--- src/rtl/dac_sample_feeder_if.sv ---
// Stream bundle around the DAC sample feeder.
//   Decoder side : s_valid / s_ready handshake carrying s_left / s_right PCM.
//   Codec side   : wr_dac_fifo strobe with dac_fifo_in data, gated by dac_fifo_full.
// Modports:
//   slave  - the feeder itself (consumes PCM, produces FIFO writes)
//   master - the surrounding environment (decoder plus codec FIFO)
interface dac_sample_feeder_if;
    logic        s_valid;
    logic        s_ready;
    logic [15:0] s_left;
    logic [15:0] s_right;
    logic        wr_dac_fifo;
    logic [31:0] dac_fifo_in;
    logic        dac_fifo_full;

    modport slave (
        input  s_valid, s_left, s_right, dac_fifo_full,
        output s_ready, wr_dac_fifo, dac_fifo_in
    );

    modport master (
        output s_valid, s_left, s_right, dac_fifo_full,
        input  s_ready, wr_dac_fifo, dac_fifo_in
    );
endinterface

--- src/rtl/dac_sample_feeder.sv ---
// DAC sample feeder: accepts decoded 16-bit stereo PCM over valid/ready,
// scales it by a click-free ramped gain, packs {L,R} and writes it into the
// codec DAC FIFO. Also tracks FIFO occupancy from sample_tick and counts
// underruns.
// Ports:
//   clk, reset_n    clock, asynchronous active-low reset
//   bus (slave)     decoder stream in, DAC FIFO write out
//   volume, mute    gain target (8'hFF = unity, mute ramps to 0)
//   sample_tick     codec consumed one FIFO entry (also steps the gain ramp)
//   clr_underrun    synchronous clear of underrun_count
//   underrun_count  saturating count of ticks that found the FIFO empty
//   fifo_level      tracked DAC FIFO occupancy
module dac_sample_feeder #(
    parameter int FIFO_SIZE = 3
) (
    input  logic                 clk,
    input  logic                 reset_n,
    dac_sample_feeder_if.slave   bus,
    input  logic [7:0]           volume,
    input  logic                 mute,
    input  logic                 sample_tick,
    input  logic                 clr_underrun,
    output logic [15:0]          underrun_count,
    output logic [FIFO_SIZE:0]   fifo_level
);

    // Pipeline state: S1 holds the raw sample, S2 the scaled packed word.
    logic                 s1_valid_reg;
    logic [31:0]          s1_data_reg;
    logic                 s2_valid_reg;
    logic [31:0]          s2_data_reg;

    logic [8:0]           cur_gain_reg, cur_gain_next;
    logic [FIFO_SIZE:0]   fifo_level_reg, fifo_level_next;
    logic [15:0]          underrun_reg, underrun_next;

    logic                 wr;
    logic                 adv2;
    logic                 accept;
    logic [8:0]           tgt_gain;
    logic [31:0]          scaled_data;

    // Handshake: S2 drains into the FIFO, S1 drains into S2, so the input
    // stays ready as long as the pipeline can move.
    assign wr              = s2_valid_reg & ~bus.dac_fifo_full;
    assign adv2            = ~s2_valid_reg | wr;
    assign bus.s_ready     = ~s1_valid_reg | adv2;
    assign accept          = bus.s_valid & bus.s_ready;
    assign bus.wr_dac_fifo = wr;
    assign bus.dac_fifo_in = s2_data_reg;

    // Per-channel scaling. Gain is at most 256 so the signed product of a
    // 16-bit sample never overflows bits [23:8]; 256 is an exact passthrough.
    // gi = 1 is the left channel (upper half), gi = 0 the right.
    genvar gi;
    generate
        for (gi = 0; gi < 2; gi++) begin : g_scale
            logic signed [25:0] product;
            logic               unused_bits;
            assign product = $signed(s1_data_reg[16*gi +: 16]) * $signed({1'b0, cur_gain_reg});
            assign scaled_data[16*gi +: 16] = product[23:8];
            assign unused_bits = ^{product[25:24], product[7:0]};
        end
    endgenerate

    // Gain ramp: one LSB per sample_tick toward the target avoids clicks.
    always_comb begin
        tgt_gain      = mute ? 9'd0 : ((volume == 8'hFF) ? 9'd256 : {1'b0, volume});
        cur_gain_next = cur_gain_reg;
        if (sample_tick) begin
            if (cur_gain_reg < tgt_gain)
                cur_gain_next = cur_gain_reg + 9'd1;
            else if (cur_gain_reg > tgt_gain)
                cur_gain_next = cur_gain_reg - 9'd1;
        end
    end

    // Occupancy and underrun tracking. A write and a tick in the same cycle
    // cancel out, even at level 0 (the codec reads the entry being written).
    always_comb begin
        fifo_level_next = fifo_level_reg;
        underrun_next   = underrun_reg;
        case ({wr, sample_tick})
            2'b10:   fifo_level_next = fifo_level_reg + 1'b1;
            2'b01:   if (fifo_level_reg != '0) fifo_level_next = fifo_level_reg - 1'b1;
            default: fifo_level_next = fifo_level_reg;
        endcase
        if (clr_underrun)
            underrun_next = 16'd0;
        else if (sample_tick && !wr && fifo_level_reg == '0 && underrun_reg != 16'hFFFF)
            underrun_next = underrun_reg + 16'd1;
    end

    always_ff @(posedge clk or negedge reset_n) begin
        if (!reset_n) begin
            s1_valid_reg   <= 1'b0;
            s1_data_reg    <= 32'd0;
            s2_valid_reg   <= 1'b0;
            s2_data_reg    <= 32'd0;
            cur_gain_reg   <= 9'd0;
            fifo_level_reg <= '0;
            underrun_reg   <= 16'd0;
        end else begin
            if (adv2) begin
                s2_valid_reg <= s1_valid_reg;
                s2_data_reg  <= scaled_data;
            end
            if (accept) begin
                s1_valid_reg <= 1'b1;
                s1_data_reg  <= {bus.s_left, bus.s_right};
            end else if (adv2) begin
                s1_valid_reg <= 1'b0;
            end
            cur_gain_reg   <= cur_gain_next;
            fifo_level_reg <= fifo_level_next;
            underrun_reg   <= underrun_next;
        end
    end

    assign underrun_count = underrun_reg;
    assign fifo_level     = fifo_level_reg;

endmodule

--- src/flat_wrapper.sv ---
// flat-port wrapper written by rule: the top's interface ports become plain ports
module dac_sample_feeder_flat 
#(
    parameter int FIFO_SIZE = 3
)
  (clk, reset_n, volume, mute, sample_tick, clr_underrun, underrun_count, fifo_level, bus_s_valid, bus_s_left, bus_s_right, bus_dac_fifo_full, bus_s_ready, bus_wr_dac_fifo, bus_dac_fifo_in);
  dac_sample_feeder_if bus_i ();
  input  logic clk;
  input  logic reset_n;
  input  logic [7:0] volume;
  input  logic mute;
  input  logic sample_tick;
  input  logic clr_underrun;
  output logic [15:0] underrun_count;
  output logic [FIFO_SIZE:0] fifo_level;
  input wire logic [$bits(bus_i.s_valid)-1:0] bus_s_valid;
  input wire logic [$bits(bus_i.s_left)-1:0] bus_s_left;
  input wire logic [$bits(bus_i.s_right)-1:0] bus_s_right;
  input wire logic [$bits(bus_i.dac_fifo_full)-1:0] bus_dac_fifo_full;
  output wire logic [$bits(bus_i.s_ready)-1:0] bus_s_ready;
  output wire logic [$bits(bus_i.wr_dac_fifo)-1:0] bus_wr_dac_fifo;
  output wire logic [$bits(bus_i.dac_fifo_in)-1:0] bus_dac_fifo_in;
  assign bus_i.s_valid = bus_s_valid;
  assign bus_i.s_left = bus_s_left;
  assign bus_i.s_right = bus_s_right;
  assign bus_i.dac_fifo_full = bus_dac_fifo_full;
  assign bus_s_ready = bus_i.s_ready;
  assign bus_wr_dac_fifo = bus_i.wr_dac_fifo;
  assign bus_dac_fifo_in = bus_i.dac_fifo_in;
  dac_sample_feeder #(.FIFO_SIZE(FIFO_SIZE)) u_core (.clk(clk), .reset_n(reset_n), .bus(bus_i), .volume(volume), .mute(mute), .sample_tick(sample_tick), .clr_underrun(clr_underrun), .underrun_count(underrun_count), .fifo_level(fifo_level));
endmodule
--- config.mk ---
export PLATFORM = sky130hd
export DESIGN_NAME = dac_sample_feeder_flat
export DESIGN_NICKNAME = d
export VERILOG_FILES = /design/src/rtl/dac_sample_feeder_if.sv /design/src/rtl/dac_sample_feeder.sv /design/src/flat_wrapper.sv
export SDC_FILE = /design/constraint.sdc
export NUM_CORES = 1
export LEC_CHECK = 0
export ABC_AREA = 1
export ABC_CLOCK_PERIOD_IN_PS = 10030
export BUFFER_PORTS_ARGS = -buffer_cell sky130_fd_sc_hd__buf_4
export CAP_MARGIN = 20
export CORE_MARGIN = 8
export CORE_UTILIZATION = 30
export DETAILED_ROUTE_END_ITERATION = 6
export GPL_TIMING_DRIVEN = 1
export PLACE_DENSITY = 0.46
export SYNTH_ARGS = -nofsm -noshare
export SYNTH_HDL_FRONTEND = slang
export SYNTH_SLANG_ARGS = --single-unit
--- constraint.sdc ---
create_clock -name clk -period 10.03 [get_ports clk]
set_input_delay 2.006 -clock clk [delete_from_list [all_inputs] [get_ports clk]]
set_output_delay 2.006 -clock clk [all_outputs]
set_load 0.1 [all_outputs]
==> impl_metrics.json <==
{
  "syn_nets": 2457,
  "clock_path_buffers": 2,
  "clk_latency_ps": 390,
  "dpl.hpwl_um": 32810,
  "place.gp.congestion": 0.8389,
  "reg2reg_from": "u_core.cur_gain_reg[1]",
  "layout_commonest_cell": "nand2_1",
  "postRouteAntennaNets": 0,
  "post-cts-setup-buffers": 0,
  "crit_required_ps": 10310,
  "grt-ovfl-total": 0,
  "end_kind": "flip-flop",
  "fillers": 5506,
  "ios": 101,
  "antenna_cells": 0,
  "final.setup.tns_ps": 0,
  "reg2regPathDepth": 17,
  "first_pass_iters": 7,
  "yosys.cell_types.count": 43,
  "r2r_slack_ps": 4250,
  "failed_checks": "DRC",
  "layout_common_cells": "610 x nand2_1, 501 x inv_1, 230 x fa_1",
  "yosys_warnings": 0,
  "core_um2": 51300,
  "crit_path_top_delay_cell": "dfrtp_2",
  "cp_max_fo": 35,
  "start_util": 0.3030,
  "ys_ff_latch": 95,
  "hold_ws_ps": 472.0,
  "cp.arrival_ps": 6060,
  "hp-start": "u_core.s1_valid_reg",
  "first_global_vias": 13390,
  "root_buffer": "clkbuf_16",
  "cts_tree": "built",
  "outcome": "complete, but fails checks",
  "cts_buffers": 9,
  "dr_total_vias": 12520,
  "synth_area_um2": 15540,
  "slew_violations": 0,
  "drc": 2,
  "synth-seq-area-share": 0.1529,
  "tightest_slew_ps": 967.6,
  "path_common_cell": "fa_1",
  "syn_inst": 2061,
  "timing.slew.headroom": 0.3549,
  "antenna_found_initial": 0,
  "final_nets": 2494,
  "syn_avg_cell_area_um2": 7.542,
  "timing.fmax_mhz": 172.9,
  "drt_wl_total_um": 41510,
  "clk_pin_slew_ps": 80,
  "wire_per_inst_um": 14.92,
  "max_stage_delay_ps": 990,
  "path_cells": "nand2_1 > fa_1 > inv_1 > fa_1 > inv_1 > fa_1 > fa_1 > inv_1 > fa_1 > ha_1 > nand4_1 > nor3_1 > nand4_1 > nand3_1 > nand2_1 > nand3_1 > nand2_1",
  "die_h_um": 243.6,
  "start_kind": "flip-flop",
  "drv_cap": 0,
  "die_x_um": 243.6,
  "finalHoldViolations": 0,
  "drtIter0Drc": 736,
  "cts_htree_levels": 3,
  "die-area_um2": 59360,
  "drive_above_1_share": 0.08940,
  "rr_endpoint": "u_core.bus.dac_fifo_in[27]",
  "grt_max_degree": 61,
  "hold_buffers": 0,
  "numClockSinks": 95,
  "viasPerCell": 4.499,
  "design_area_um2": 17160,
  "rows": 83,
  "holdPathStages": 1,
  "period_needed_ps": 5785,
  "dpl_worst_slack_ps": 4177,
  "hp-class": "flip-flop to flip-flop",
  "criticalPathCategory": "flip-flop to flip-flop",
  "setup_viol": 0,
  "hold_end": "u_core.s2_valid_reg",
  "setup_slack_ps": 4245,
  "cts.repair.resized": 0,
  "place_area_um2": 16850,
  "port_buffers": 100,
  "post-route-period-util": 0.5767,
  "grt_usage": 0.1450,
  "rsz0062_at_grt": "no",
  "grt_pass1_wl_um": 69920,
  "fin_skew_ps": 12.70,
  "area_growth_pct": 10.36
}
## metal layers
metal / wire length [um] / up-vias / track usage
met5: 0 / - / 0
met4: 665 / 0 / 0.03996
met3: 1736 / 32 / 0.02287
met2: 19150 / 218 / 0.2373
met1: 19960 / 6093 / 0.1972
li1: - / 6179 / -
## per-stage QoR
stage | cells | utilization
floorplan | 2061 | -
global placement | 2767 | 0.3284
detailed placement | 2767 | 0.3284
CTS | 2783 | 0.3344
global route | 2783 | 0.3344
finish | 2783 | 0.3344
## how the worst max path moves through the flow
| stage | from | end | slack, ps | cells past startpoint |
|---|---|---|---|---|
| 2_1_floorplan | u_core.cur_gain_reg[1] | u_core.bus.dac_fifo_in[7] | 5080 | 21 |
| 3_3_place_gp | bus_dac_fifo_full | bus_s_ready | 4210 | 5 |
| 3_5_place_dp | bus_dac_fifo_full | bus_s_ready | 4180 | 5 |
| 4_1_cts | bus_dac_fifo_full | bus_s_ready | 4180 | 5 |
| 5_1_grt | u_core.cur_gain_reg[1] | u_core.bus.dac_fifo_in[27] | 3860 | 17 |
| 6_report | u_core.cur_gain_reg[1] | u_core.bus.dac_fifo_in[27] | 4250 | 17 |
## final cells by class
class                   instances  area (um^2)  share of cell area
well taps                     680        850.8             0.04960
multi-input cells            1381        10930              0.6369
clock inverters                 7        81.33            0.004741
clock buffers                   9        225.2             0.01313
inverters                     506         1899              0.1107
repair buffers                105        788.3             0.04595
flip-flops and latches         95         2384              0.1389
## synth_stat cells
library cell / instances / area share
nor2_2: 2 / 0.00080
buf_2: 9 / 0.0029
nand3_1: 86 / 0.028
o21ai_2: 3 / 0.0017
ha_1: 119 / 0.096
dfrtp_1: 95 / 0.15
nand2b_1: 1 / 0.00040
o31ai_1: 2 / 0.00097
clkbuf_1: 40 / 0.0097
nor3b_1: 1 / 0.00048
nor2_4: 2 / 0.0014
inv_2: 5 / 0.0012
o21bai_1: 2 / 0.00097
mux2_2: 31 / 0.022
a211oi_1: 2 / 0.00097
o21a_1: 3 / 0.0014
and2_1: 3 / 0.0012
nand2_2: 7 / 0.0028
xnor2_1: 19 / 0.011
nand2_1: 610 / 0.15
a21o_1: 3 / 0.0014
o21ai_0: 38 / 0.012
a21oi_2: 1 / 0.00056
a31oi_1: 3 / 0.0012
xor2_1: 18 / 0.010
nor2_1: 70 / 0.017
o21bai_2: 1 / 0.00072
and3_1: 1 / 0.00040
buf_1: 23 / 0.0056
nor3_2: 3 / 0.0019
nand4_1: 19 / 0.0076
nor3_4: 3 / 0.0031
a21oi_1: 63 / 0.020
nand3_2: 3 / 0.0019
nor4_1: 4 / 0.0016
buf_4: 5 / 0.0024
fa_1: 230 / 0.30
nand3b_1: 2 / 0.00097
inv_1: 501 / 0.12
or2_2: 1 / 0.00040
nor3_1: 21 / 0.0068
buf_6: 2 / 0.0014
o21ai_1: 4 / 0.0013
## cells by family (layout without fill, tap and decap cells)
family	count (synthesis)	in the layout	share of synthesized area
and+or+nand+nor	839	839	0.2238
AOI/OAI and AO/OA	125	125	0.04379
DFF	95	95	0.1529
xor gates and xnor gates	37	37	0.02085
buffers and inverters	585	627	0.1442
adders and majority gates	349	349	0.3920
muxes	31	31	0.02246
## worst max-delay path: cells and delay by family (launching register included)
| family | cells | cell delay [ps] |
|---|---|---|
| adders and majority gates | 6 | 3050 |
| and+or+nand+nor | 8 | 1360 |
| DFF | 1 | 990 |
| buffers and inverters | 3 | 250 |
Power is left out: the tool's default activity adds up to more than one toggle a clock period on the data nets, which glitch-free logic cannot reach.
